`config.mk`:
```
export PLATFORM = sky130hd
export DESIGN_NAME = l74x194_scan
export DESIGN_NICKNAME = d
export VERILOG_FILES = /design/src/rtl/l74_pkg.sv /design/src/rtl/l74_prescaler.sv /design/src/rtl/l74x194_scan.sv
export SDC_FILE = /design/constraint.sdc
export NUM_CORES = 1
export LEC_CHECK = 0
export ABC_AREA = 1
export ABC_CLOCK_PERIOD_IN_PS = 1400
export CAP_MARGIN = 25
export CORE_UTILIZATION = 35
export DETAILED_ROUTE_END_ITERATION = 8
export SYNTH_ARGS = -nofsm -noshare
export SYNTH_HDL_FRONTEND = slang
export SYNTH_SLANG_ARGS = --single-unit
```
`constraint.sdc`:
```
create_clock -name i_clk -period 1.4 [get_ports i_clk]
set_input_delay 0.28 -clock i_clk [delete_from_list [all_inputs] [get_ports i_clk]]
set_output_delay 0.28 -clock i_clk [all_outputs]
set_load 0.02 [all_outputs]
```
`src/rtl/l74_pkg.sv`:
```
// Shared types and helpers for the 74x194-style scan register.
package l74_pkg;

  typedef enum logic [1:0] {M_HOLD, M_UP, M_DOWN, M_LOAD} l74_mode_e;
  typedef enum logic {DIR_UP, DIR_DOWN} l74_dir_e;

  // Prescaler counter width; a divide-by-one still needs a one-bit counter.
  function automatic int cnt_width(input int div);
    return (div > 1) ? $clog2(div) : 1;
  endfunction

endpackage

```
`src/rtl/l74_prescaler.sv`:
```
// Step prescaler: o_tick is high on the enabled clock that completes a DIV-clock period.
module l74_prescaler
  import l74_pkg::*;
#(
  parameter int DIV = 1
) (
  input  logic i_clk,
  input  logic i_rst_n,
  input  logic i_en,
  input  logic i_clr,
  output logic o_tick
);

  localparam int CW = cnt_width(DIV);
  localparam logic [CW-1:0] CNT_LAST = CW'(DIV - 1);

  logic [CW-1:0] cnt_reg;

  assign o_tick = i_en && (cnt_reg == CNT_LAST);

  // A clear (parallel load) restarts the period so the next step is DIV enabled clocks away.
  always_ff @(posedge i_clk) begin
    if (!i_rst_n) begin
      cnt_reg <= '0;
    end else if (i_en) begin
      if (i_clr || o_tick) begin
        cnt_reg <= '0;
      end else begin
        cnt_reg <= cnt_reg + CW'(1);
      end
    end
  end

endmodule

```
`src/rtl/l74x194_scan.sv`:
```
// WIDTH-bit universal shift register with step prescaler and auto bounce (Larson scan) mode.
module l74x194_scan
  import l74_pkg::*;
#(
  parameter int               WIDTH     = 8,
  parameter int               DIV       = 1,
  parameter logic [WIDTH-1:0] RESET_VAL = WIDTH'(1)
) (
  input  logic             i_clk,
  input  logic             i_rst_n,
  input  logic             i_en,
  input  logic [1:0]       i_s,
  input  logic             i_auto,
  input  logic             i_dsu,
  input  logic             i_dsd,
  input  logic [WIDTH-1:0] i_d,
  output logic [WIDTH-1:0] o_q,
  output logic             o_dir,
  output logic             o_step,
  output logic             o_end
);

  l74_mode_e        mode;
  logic             tick;
  logic             is_load;
  logic [WIDTH-1:0] q_reg;
  l74_dir_e         dir_reg;
  logic             step_reg;
  logic             end_reg;
  logic [WIDTH-1:0] up_q;
  logic [WIDTH-1:0] down_q;

  assign mode    = l74_mode_e'(i_s);
  assign is_load = (mode == M_LOAD);

  // Bounce mode always shifts in zeros; manual mode uses the serial inputs.
  assign up_q   = {q_reg[WIDTH-2:0], (i_auto ? 1'b0 : i_dsu)};
  assign down_q = {(i_auto ? 1'b0 : i_dsd), q_reg[WIDTH-1:1]};

  l74_prescaler #(.DIV(DIV)) u_prescaler (
    .i_clk   (i_clk),
    .i_rst_n (i_rst_n),
    .i_en    (i_en),
    .i_clr   (is_load),
    .o_tick  (tick)
  );

  always_ff @(posedge i_clk) begin
    if (!i_rst_n) begin
      q_reg    <= RESET_VAL;
      dir_reg  <= DIR_UP;
      step_reg <= 1'b0;
      end_reg  <= 1'b0;
    end else begin
      step_reg <= 1'b0;
      end_reg  <= 1'b0;
      if (i_en) begin
        if (is_load) begin
          q_reg <= i_d;
        end else if (tick && i_auto) begin
          step_reg <= 1'b1;
          if (q_reg == '0) begin
            // Empty register would sweep forever as zeros; reseed a single lit bit.
            q_reg   <= WIDTH'(1);
            dir_reg <= DIR_UP;
          end else if (dir_reg == DIR_UP) begin
            if (q_reg[WIDTH-1]) begin
              q_reg   <= down_q;
              dir_reg <= DIR_DOWN;
              end_reg <= 1'b1;
            end else begin
              q_reg <= up_q;
            end
          end else begin
            if (q_reg[0]) begin
              q_reg   <= up_q;
              dir_reg <= DIR_UP;
              end_reg <= 1'b1;
            end else begin
              q_reg <= down_q;
            end
          end
        end else if (tick) begin
          case (mode)
            M_UP: begin
              q_reg    <= up_q;
              step_reg <= 1'b1;
            end
            M_DOWN: begin
              q_reg    <= down_q;
              step_reg <= 1'b1;
            end
            default: ;
          endcase
        end
      end
    end
  end

  assign o_q    = q_reg;
  assign o_dir  = (dir_reg == DIR_DOWN);
  assign o_step = step_reg;
  assign o_end  = end_reg;

endmodule

```
* After elaboration in Yosys (flattened, before gate mapping) *
Index checks and enable logic that the tools add are counted.

word-level totals
  bits of input ports = 16
  output and inout port bits = 11
  flip-flop bits (word level) = 12
  logic and storage cells = 45

operators by class
  equal/unequal tests = 3
  mux-type cells = 20
  add/subtract/negate cells = 1
  bitwise operators = 5
  reduce and logical (&&, ||, !) cells = 11

operator list
  kind                                                                   count
  8-bit two-way mux                                                      7
  8-bit one-hot mux with 2 select lines                                  1
  1-bit two-way mux                                                      12
  8-bit zero test                                                        1
  3-bit AND reduction                                                    2
  1-bit inverter                                                         5
  5-bit OR reduction                                                     1
  2-bit equality test, second input constant                             2
  4-bit nonzero test                                                     1
  3-bit nonzero test                                                     1
  3-bit OR reduction                                                     1
  2-bit by 1-bit equality test with 1-bit output, second input constant  1
  1-bit logical AND                                                      2
  2-bit OR reduction                                                     1
  1-bit adder, second input constant                                     1
  1-bit logical OR                                                       1

* Longest topological paths before layout *
Gate-level depths: netlist (run 1).

  word-level depth = 6
  gate-level depth with buffers = 10
  depth with buffers taken out = 10

* Modules after synthesis *
From an unflattened synthesis (run 1), not the netlist that was laid out.

unflattened totals
  cell total of the unflattened synthesis = 166
  area, all modules = 937.1 um^2

by module, submodules not included
  module         times used  cells an instance  area each (um^2)  sequential area each (um^2)
  l74x194_scan   1           161                902.1             220.2
  l74_prescaler  1           5                  35.0              20.0

* Worst setup path before layout (run 1) *
OpenSTA, ideal clock, no wires.

  path kind = input to register
  start = input i_s[0]
  end = register q_reg[3], in the netlist o_q[3]
  buffers on the path = 2
  setup time = 0.120 ns
  arrival = 1.149 ns
  cell stages on the path = 7
  data required time = 1.280 ns
  path slack = 0.132 ns
  cells stage by stage = ha_1 -> buf_6 -> a22oi_4 -> buf_6 -> nor2_1 -> nand2_1 -> a21oi_1

between the ends
  cells in the longest elaborated chain, start to end = 5
  elaborated cells between the ends (all ways) = 10
  classes of those cells = 3 x eq/ne; 4 x mux; 3 x reduce/logical

RTL lines
  element                                                                                       RTL line            text
  from (decl)                                                                                   l74x194_scan.sv:12  input logic [1:0] i_s,
  2-bit equality test / 2-bit by 1-bit equality test with 1-bit output (equally long branches)  l74x194_scan.sv:84  case (mode)
  8-bit one-hot mux with 2 select lines                                                         l74x194_scan.sv:84
  8-bit two-way mux                                                                             l74x194_scan.sv:83  end else if (tick) begin
  8-bit two-way mux                                                                             l74x194_scan.sv:60  end else if (tick && i_auto) begin
  8-bit two-way mux                                                                             l74x194_scan.sv:58  if (is_load) begin
  to (signal assigned)                                                                          l74x194_scan.sv:59  q_reg <= i_d;
  to (signal assigned)                                                                          l74x194_scan.sv:86  q_reg <= up_q;
  to (signal assigned)                                                                          l74x194_scan.sv:90  q_reg <= down_q;
  to (decl)                                                                                     l74x194_scan.sv:26  logic [WIDTH-1:0] q_reg;

Several ways; a longest one is shown, not always the timed one. The select of a mux whose other input is x is not followed.
A chain may end at the register's enable or synchronous reset.

* Worst setup path after layout (run 1) *
  start = input i_s[1]
  end = register q_reg[1], in the netlist o_q[1]

Same word-level chain as after synthesis.

==> results of run 1 <==
## final timing paths
path,startpoint,endpoint,slack (ns),cells past startpoint
worst max-delay path,i_s[1],o_q[1],0.07,8
worst min-delay path,i_en,u_prescaler.cnt_reg,0.44,3
worst max register to register,u_prescaler.cnt_reg,o_q[1],0.08,9
worst min register to register,u_prescaler.cnt_reg,u_prescaler.cnt_reg,0.46,2
## stage by stage
step | instances | TNS [ns] | utilization, % | power (uW) | setup WS (ns)
finish | 258 | 0 | 57.0 | 1140 | 0.0665
global route | 258 | 0 | 57.0 | 1220 | 0.00544
CTS | 257 | 0 | 56.2 | 1140 | 0.0413
detailed placement | 250 | -3.96 | 52.9 | 822 | -0.478
global placement | 250 | -3.81 | 52.9 | 820 | -0.451
floorplan | 173 | 0 | - | 632 | 0.132
## logic make-up (layout without fill, tap and decap cells)
family / after synthesis / after routing
DFF: 12 / 12
adders and majority gates: 2 / 2
AOI/OAI and AO/OA: 27 / 27
and+or+nand+nor: 107 / 107
buffers and inverters: 25 / 79
## final cells by class
type / count / area (sq um) / share of cell area [%]
tap: 31 / 38.8 / 2.47
sequential: 12 / 241 / 15.4
multi-input combinational: 136 / 664 / 42.3
inverter: 20 / 77.6 / 4.94
timing repair buffer: 55 / 513 / 32.6
clock buffer: 4 / 36.3 / 2.31
## critical path, stage by stage
cell and delay [ns]:
clkdlybuf4s15_1 0.22, ha_4 0.29, nand2_2 0.07, a22oi_4 0.26, buf_12 0.15, buf_16 0.10
nand2_1 0.04, a21oi_1 0.14
## routing by layer
| layer | share of wire, % | vias up | GRT usage, % |
|---|---|---|---|
| met1 | 44 | 547 | 27.1 |
| met5 | 0 | - | 0 |
| met4 | 0.57 | 0 | 3.57 |
| li1 | - | 647 | - |
| met2 | 51 | 33 | 36.1 |
| met3 | 4.5 | 2 | 5.35 |
## cell usage in the layout, fill, tap and decap left out, types with 2 or more instances in the layout
| cell type | Yosys | layout |
|---|---|---|
| o21ai_1 | 2 | 2 |
| buf_4 | 0 | 24 |
| nor3_1 | 2 | 2 |
| dlygate4sd2_1 | 0 | 12 |
| nand3_1 | 7 | 7 |
| a21oi_1 | 10 | 9 |
| inv_2 | 3 | 4 |
| nand2_1 | 71 | 70 |
| o21ai_0 | 6 | 6 |
| nor2_1 | 20 | 20 |
| clkbuf_4 | 0 | 3 |
| buf_6 | 4 | 2 |
| buf_12 | 0 | 2 |
| a21oi_2 | 6 | 7 |
| clkdlybuf4s50_1 | 0 | 11 |
| nand2_2 | 5 | 6 |
| inv_1 | 15 | 14 |
| dfxtp_1 | 12 | 11 |
## power breakdown
| part | internal [uW] | switching [uW] |
|---|---|---|
| combinational | 230 | 244 |
| sequential | 363 | 14.5 |
| clock | 158 | 135 |
| total | 752 | 393 |
## what timing repair did
item / 4_1_cts / 5_1_grt
gates resized for setup: 18 / 10
buffers inserted: 2 / 1
pin swaps: 2 / 4
setup endpoints to repair: 19 / 9
endpoints found under the hold margin: 0 / 0
gates cloned: 1 / 0
==> results.md, run 1 <==
- The flow ran to the end, and the final reports show no timing, DRC or antenna violations.
- In the final routed layout, each cell accounts on average for approximately 11 um.
- The layout overhead on the synthesized area is 55.4%.
- The number of vias in the routed layout is approximately 1,200.
- The initial antenna violation count is 0.
- The number of nets in the layout is between 200 and 250.
- The worst clock skew is 0.00174 ns.
- For this run, the detailed router's first-pass iteration total came to 4.
- The TritonCTS sink count is 12.
- In this run the worst hold path is classified as primary input to register.
- Among all cell types in the netlist, the one instantiated most often is nand2_1.
- The peak fanout along the critical path is 6.
- The fraction of the mapped netlist area in simple logic gates is 43.1%.
- The compound-gate portion of the synthesized area is between 10% and 20%.
- STA classifies the critical path startpoint as a primary input.
- Counting flops with an async set or reset pin after synthesis yields a share of 0%.
- The number of antenna diodes in the final layout is 0.
- The slew at the pin with the worst max-slew slack is 0.268 ns.
- Summing every instance area after synthesis gives a little over 0.001 sq mm.
- The synthesized-area fraction occupied by xor and xnor cells is 0%.
- The unique cell type count in the Yosys netlist is 22.
- The placed instances occupy a cell area of 0.00146 sq mm.
- The share of Yosys cell area claimed by the top area cell type is between 20% and 30%.
- Sorting the synthesized cells by area gives the leading types as nand2_1, dfxtp_1, nor2_1.
- The remaining global-route overflow is 0.
- Across every metal layer, demand over resource in global routing totals a little over a fifth.
- For the worst-skew pair, the clock arrives at the later sink with an insertion delay of ~0.28 ns.
- The post-synthesis cell type with the largest combined area is nand2_1.
- The final setup violation count is 0.
- The portion of the post-synthesis area used by sequential elements is approximately a quarter.
- The number of global-route vias before repair is roughly 1,100.
- CTS built an H-tree with a depth of 1.
- The arrival time at the worst endpoint is roughly 1.6 ns.
- The first routing iteration left 33 violations.
- In this run the power density over the cells is between 700 and 800 mW/mm^2.
- The clock tree from TritonCTS is done.
- The final period utilization is a little over nine tenths.
- The floorplan step set the die width to around 56 um.
- The total DRC errors in the routed layout is 0.
- The clock tree root driver cell is clkbuf_4.
- In the synthesized netlist, the cells that appear most often are nand2_1, nor2_1, inv_1.
- A synthesized cell averages roughly 5.8 sq um.
- Clock-pin slew was measured on the worst setup and hold paths at ~0.080 ns.
- The net count of the mapped netlist is roughly 190.
- Input and output buffers added on the ports amount to 26.
- The tightest hold path in the finished design has a slack of 0.436 ns.
- Using the TritonRoute via totals, the vias-per-cell ratio works out to 4.76.
- Synthesis handed over a netlist of ~170 instances.
- The share of synthesized area spent on multiplexers is 0%.
- The post-route netlist has between 20% and 30% of its cells at a drive strength greater than 1.
- After floorplanning, the core was divided into 19 placement rows.
- The tool flagged a number of max-cap violations equal to 0.
- The count of nets left with antenna violations once routing finished came out at 0.
- Measured along the y axis, the die boundary spans roughly 56 um.
- The relative slew slack is 82.1%.
- The largest net degree at the start of global routing is 17.
- The time the final worst path needs with I/O delays and setup is ~1.3 ns.
- The clock passes through at most 2 buffers.
- The timing-limited maximum frequency is 750 MHz.
- Once layout is done, the placed cells without fillers occupy 0.00157 sq mm.
- Synthesis inferred 12 register bits.
- The worst-case IR drop observed on VDD is around 0.0006 V.
- The count of endpoints failing hold in the final timing report came to 0.
- The last weighted congestion value of the routability-driven placer is roughly 0.88.
- The worst setup path is of the primary input to register kind.
- The worst setup path is captured at a register.
- The synthesized design contains 0 enable-type register cells.
- The total number of yosys warnings is 0.
- The flip-flop count of the largest register, all copies and words added is 8.
- The first-pass GRT wire length is 5.22 mm.
- Once the floorplan was initialized, standard cells occupied around 37% of the core.
- By area, the combinational part of the netlist is dominated by simple AND/OR/NAND/NOR gates.
- The number of placed I/O pins is 27.
- The total detailed-routing wirelength is 2.96 mm.
- The number of clock buffers added by TritonCTS is 3.
- Of the total synthesized cell area, the portion taken by full adders, half adders and majority gates is under 10%.
- STA puts the critical path data required time at between 1.5 and 2 ns.
- The cts-stage hold buffer count is 0.
- The number of slew-limit violations in the final report is 0.
- For this run, the leading register cell type out of synthesis is dfxtp_1.
- Detailed placement ended at an HPWL of 2.22 mm.
- The fill cell total of the finished layout is 261.
- The core box area is roughly 0.0028 sq mm.
- Setup repair after global routing left no endpoint under its margin.
- The die footprint is 0.00311 sq mm.
- Summed over all cells, the static leakage comes to a little over 0.0008 uW.
No activity file was read; power rests on OpenSTA's default activity.
==> inputs of run 2 (changes only) <==
--- a/config.mk
+++ b/config.mk
@@ -12,4 +12,5 @@
 export DETAILED_ROUTE_END_ITERATION = 8
 export SYNTH_ARGS = -nofsm -noshare
 export SYNTH_HDL_FRONTEND = slang
+export SYNTH_HIERARCHICAL = 1
 export SYNTH_SLANG_ARGS = --single-unit
==> run 2 against run 1 <==
  * Critical path depth shrank 1
  * Largest power group is now registers
  * Combinational power shrank 27%
  * Global-route usage grew 0.30 points
  * Clock skew grew 0.00069 ns
  * Power shrank 13%
  * Non-clock buffer count shrank 5
  * Area after synthesis shrank 7.3%
  * Synthesized cell count shrank 4.0%
  * Highest routed layer unchanged
  * Design area shrank 8.0%
==> results.md, run 2 <==
- The final setup violation count is 0 (unchanged).
- The number of vias in the routed layout is 1,207 (was 1,229).
- The number of placement rows is 18 (was 19).
- The initial DRC count is 35 (was 33).
- The portion of the post-synthesis area used by sequential elements was 25.6% (was 23.8%).
- The clock tree from TritonCTS is done (unchanged).
- The first-pass GRT wire length is 4.48 mm (was 5.22 mm).
- The slew at the pin with the worst max-slew slack was 0.305 ns (was 0.268 ns).
- The nature of the critical path endpoint is a register (unchanged).
- The peak fanout along the critical path is 8 (was 6).
- The most common cell in the synthesized netlist is nand2_1 (unchanged).
- The remaining global-route overflow was 0 (unchanged).
- The most common cell after layout, fill and taps aside is nand2_1 (unchanged).
- The total DRC errors in the routed layout is 0 (unchanged).
- The TritonCTS sink count is 12 (unchanged).
- The unique cell type count in the Yosys netlist was 24 (was 22).
- The average detailed-routed wire length per instance came to 11.5 um (about the same).
- The worst vdd rail ir drop is 0.000682 V (was 0.000591 V).
- Top library cells by usage in the layout, fill and taps aside: nand2_1, buf_4, nor2_1, a21oi_1, dlygate4sd2_1 (was nand2_1, buf_4, nor2_1, inv_1, dlygate4sd2_1).
- The last weighted congestion value of the routability-driven placer was 0.899 (was 0.876).
- The initial standard-cell utilization of the core was 37.5% (was 36.7%).
- The number of antenna cells inserted is 0 (unchanged).
- The reported max-cap violation count is 0 (unchanged).
- The synthesized-area fraction occupied by xor and xnor cells is 0% (unchanged).
- The timing-limited maximum frequency is 733 MHz (was 750 MHz).
- The die footprint is 0.00289 sq mm (was 0.00311 sq mm).
- The register bit total from synthesis is 12 (unchanged).
- The share of synthesized area spent on multiplexers is 0% (unchanged).
- The maximum number of buffers from clock root to sink was 2 (unchanged).
- The worst clock skew is 0.00243 ns (was 0.00174 ns).
- Result of the run: finished clean (unchanged).
- The number of synthesized flops with an enable pin is 0 (unchanged).
- The number of nets with antenna violations after routing is 0 (unchanged).
- The data required time at the worst endpoint is 1.62 ns (about the same).
- The synthesized area is 937 sq um (was 0.00101 sq mm).
- The number of placed I/O pins is 27 (unchanged).
- The count of buffers inserted at the top-level ports is 26 (unchanged).
- The post-route worst setup slack is 0.0358 ns (was 0.0665 ns).
- The arrival time at the worst endpoint is 1.59 ns (was 1.55 ns).
- The number of nets in the layout is 235 (was 246).
- The nature of the critical path startpoint was a primary input (unchanged).
- The later-pin clock latency in the skew report is 0.28 ns (about the same).
- The worst setup slack after placement was -0.461 ns (was -0.478 ns).
- The number of slew-limit violations in the final report is 0 (unchanged).
- The time the final worst path needs with I/O delays and setup came to 1.36 ns (was 1.33 ns).
- The net count of the mapped netlist is 184 (was 191).
- The relative slew slack came to 79.6% (was 82.1%).
- The fraction of the mapped netlist area in simple logic gates is 48.1% (was 43.1%).
- The total number of yosys warnings is 6 (was 0).
- The core box area is 0.00250 sq mm (was 0.00276 sq mm).
- The share of layout cells above drive strength 1 is 20.8% (was 25.6%).
- The path type of the worst min-delay path is primary input to register (unchanged).
- The detailed placement HPWL is 2.06 mm (was 2.22 mm).
- The average cell area after synthesis was 5.65 sq um (was 5.84 sq um).
- The post-synthesis cell type with the largest combined area is nand2_1 (unchanged).
- The average via count per standard cell is 4.91 (was 4.76).
- The H-tree level count is 1 (unchanged).
- The CTS clock-pin slew for the worst setup and hold paths was 0.08 ns (about the same).
- The synthesized-area fraction occupied by adder cells is 2.67% (was 2.48%).
- The iteration count of the initial detailed-routing pass is 4 (unchanged).
- Most used standard cells in the synthesized netlist: nand2_1, nor2_1, a21oi_1 (was nand2_1, nor2_1, inv_1).
- Cells taking the most area after synthesis: nand2_1, dfxtp_1, nor2_1 (unchanged).
- The share of Yosys cell area claimed by the top area cell type is 31.2% (was 26.4%).
- The power density relative to cell area was 688 mW/mm^2 (was 728 mW/mm^2).
- The number of buffers inserted during clock tree synthesis came to 3 (unchanged).
- The largest family of logic cells by synthesized area was simple AND/OR/NAND/NOR gates (unchanged).
- The async set-or-reset flop fraction in the synthesized netlist is 0% (unchanged).
- The final standard cell utilization of the core is 57.8% (was 57.0%).
- The compound-gate portion of the synthesized area is 14.7% (was 18.1%).
- The type of the worst setup path is primary input to register (unchanged).
- The layout overhead on the synthesized area is 54.2% (was 55.4%).
- The die height came to 53.7 um (was 55.7 um).
- The dominant register cell in the synthesized netlist is dfxtp_1 (unchanged).
- The cts-stage hold buffer count came to 0 (unchanged).
- The initial antenna violation count is 0 (unchanged).
- The largest net degree at the start of global routing was 17 (unchanged).
- The post-synthesis instance total is 166 (was 173).
- The clock tree root driver cell is clkbuf_4 (unchanged).
- Unrepaired setup endpoints after global routing: yes (was no).
- The total detailed-routing wirelength is 2.83 mm (was 2.96 mm).
- The count of endpoints failing hold in the final timing report was 0 (unchanged).
- The combined global-route utilization of all metal layers is 21.4% (was 21.1%).
- The number of global-route vias before repair is 1,053 (was 1,131).
- The flip-flop count of the largest register, all copies and words added is 8 (unchanged).
- The standby leakage power came to 0.000748 uW (was 0.000805 uW).
- The width of the die came to 53.7 um (was 55.7 um).
- The final period utilization is 97.4% (was 95.3%).
==> run 2: changes by cell type after synthesis, sizes merged, moves of 2 or more <==
cell,delta
inv,-8
nand2,+5
nand3,-5
nor2,+3
nor3,-2
o21ai,-3
==> run 2: worst max-delay path: stages <==
cell and delay (ns):
dlygate4sd2_1 0.26, ha_1 0.33, a21boi_4 0.08, buf_4 0.15, o21ai_4 0.25, nand2_1 0.12, a21oi_2 0.13
==> run 2: what timing repair did <==
action	in CTS	in global routing
gates resized for setup	14	10
setup buffers	0	1
pin swaps	6	7
setup endpoints to repair	19	9
cloned	0	1
hold endpoints to repair	0	0
==> run 2: report_power, final <==
group / switching, uW / internal (uW)
combinational: 187 / 158
sequential: 7.37 / 356
clock: 127 / 158
==> run 2: final cells by class <==
| class | instances | area, sq um |
|---|---|---|
| sequential | 12 | 241 |
| tap | 30 | 37.5 |
| clock buffer | 4 | 36.3 |
| inverter | 13 | 50.0 |
| fill | 262 | 1050 |
| multi-input combinational | 137 | 653 |
| timing repair buffer | 50 | 427 |
==> run 2: cell families after synthesis <==
group,after synthesis
buffers and inverters,18
AO/OA/AOI/OAI,23
adder cells (fa/ha/maj),2
flip-flops,12
AND/OR/NAND/NOR,111
==> run 2: stage by stage <==
stage | hold slack (ns) | instances | TNS, ns | power, uW | instance area [sq um]
finish | 0.382 | 246 | 0 | 994 | 1450
global route | 0.396 | 246 | -0.139 | 1060 | 1450
CTS | 0.452 | 244 | -0.00213 | 980 | 1400
detailed placement | 0.427 | 241 | -4.19 | 711 | 1390
global placement | 0.423 | 241 | -3.91 | 708 | 1390
floorplan | 0.352 | 166 | 0 | 551 | 937
==> run 2: per-layer routing <==
| layer | global-route usage [%] | up-vias | wire length (um) |
|---|---|---|---|
| met5 | 0 | - | 0 |
| met4 | 4.82 | 0 | 14 |
| met3 | 6.21 | 2 | 212 |
| met2 | 38.1 | 45 | 1370 |
| met1 | 25.0 | 539 | 1230 |
| li1 | - | 621 | - |
==> run 2: worst paths after layout <==
check,depth (start not counted),slack (ns),end,startpoint
setup / recovery,7,0.04,o_q[2],i_s[1]
hold / removal,3,0.38,u_prescaler/cnt_reg,i_en
setup reg to reg,6,0.12,o_q[2],u_prescaler/cnt_reg
hold reg to reg,2,0.47,u_prescaler/cnt_reg,u_prescaler/cnt_reg
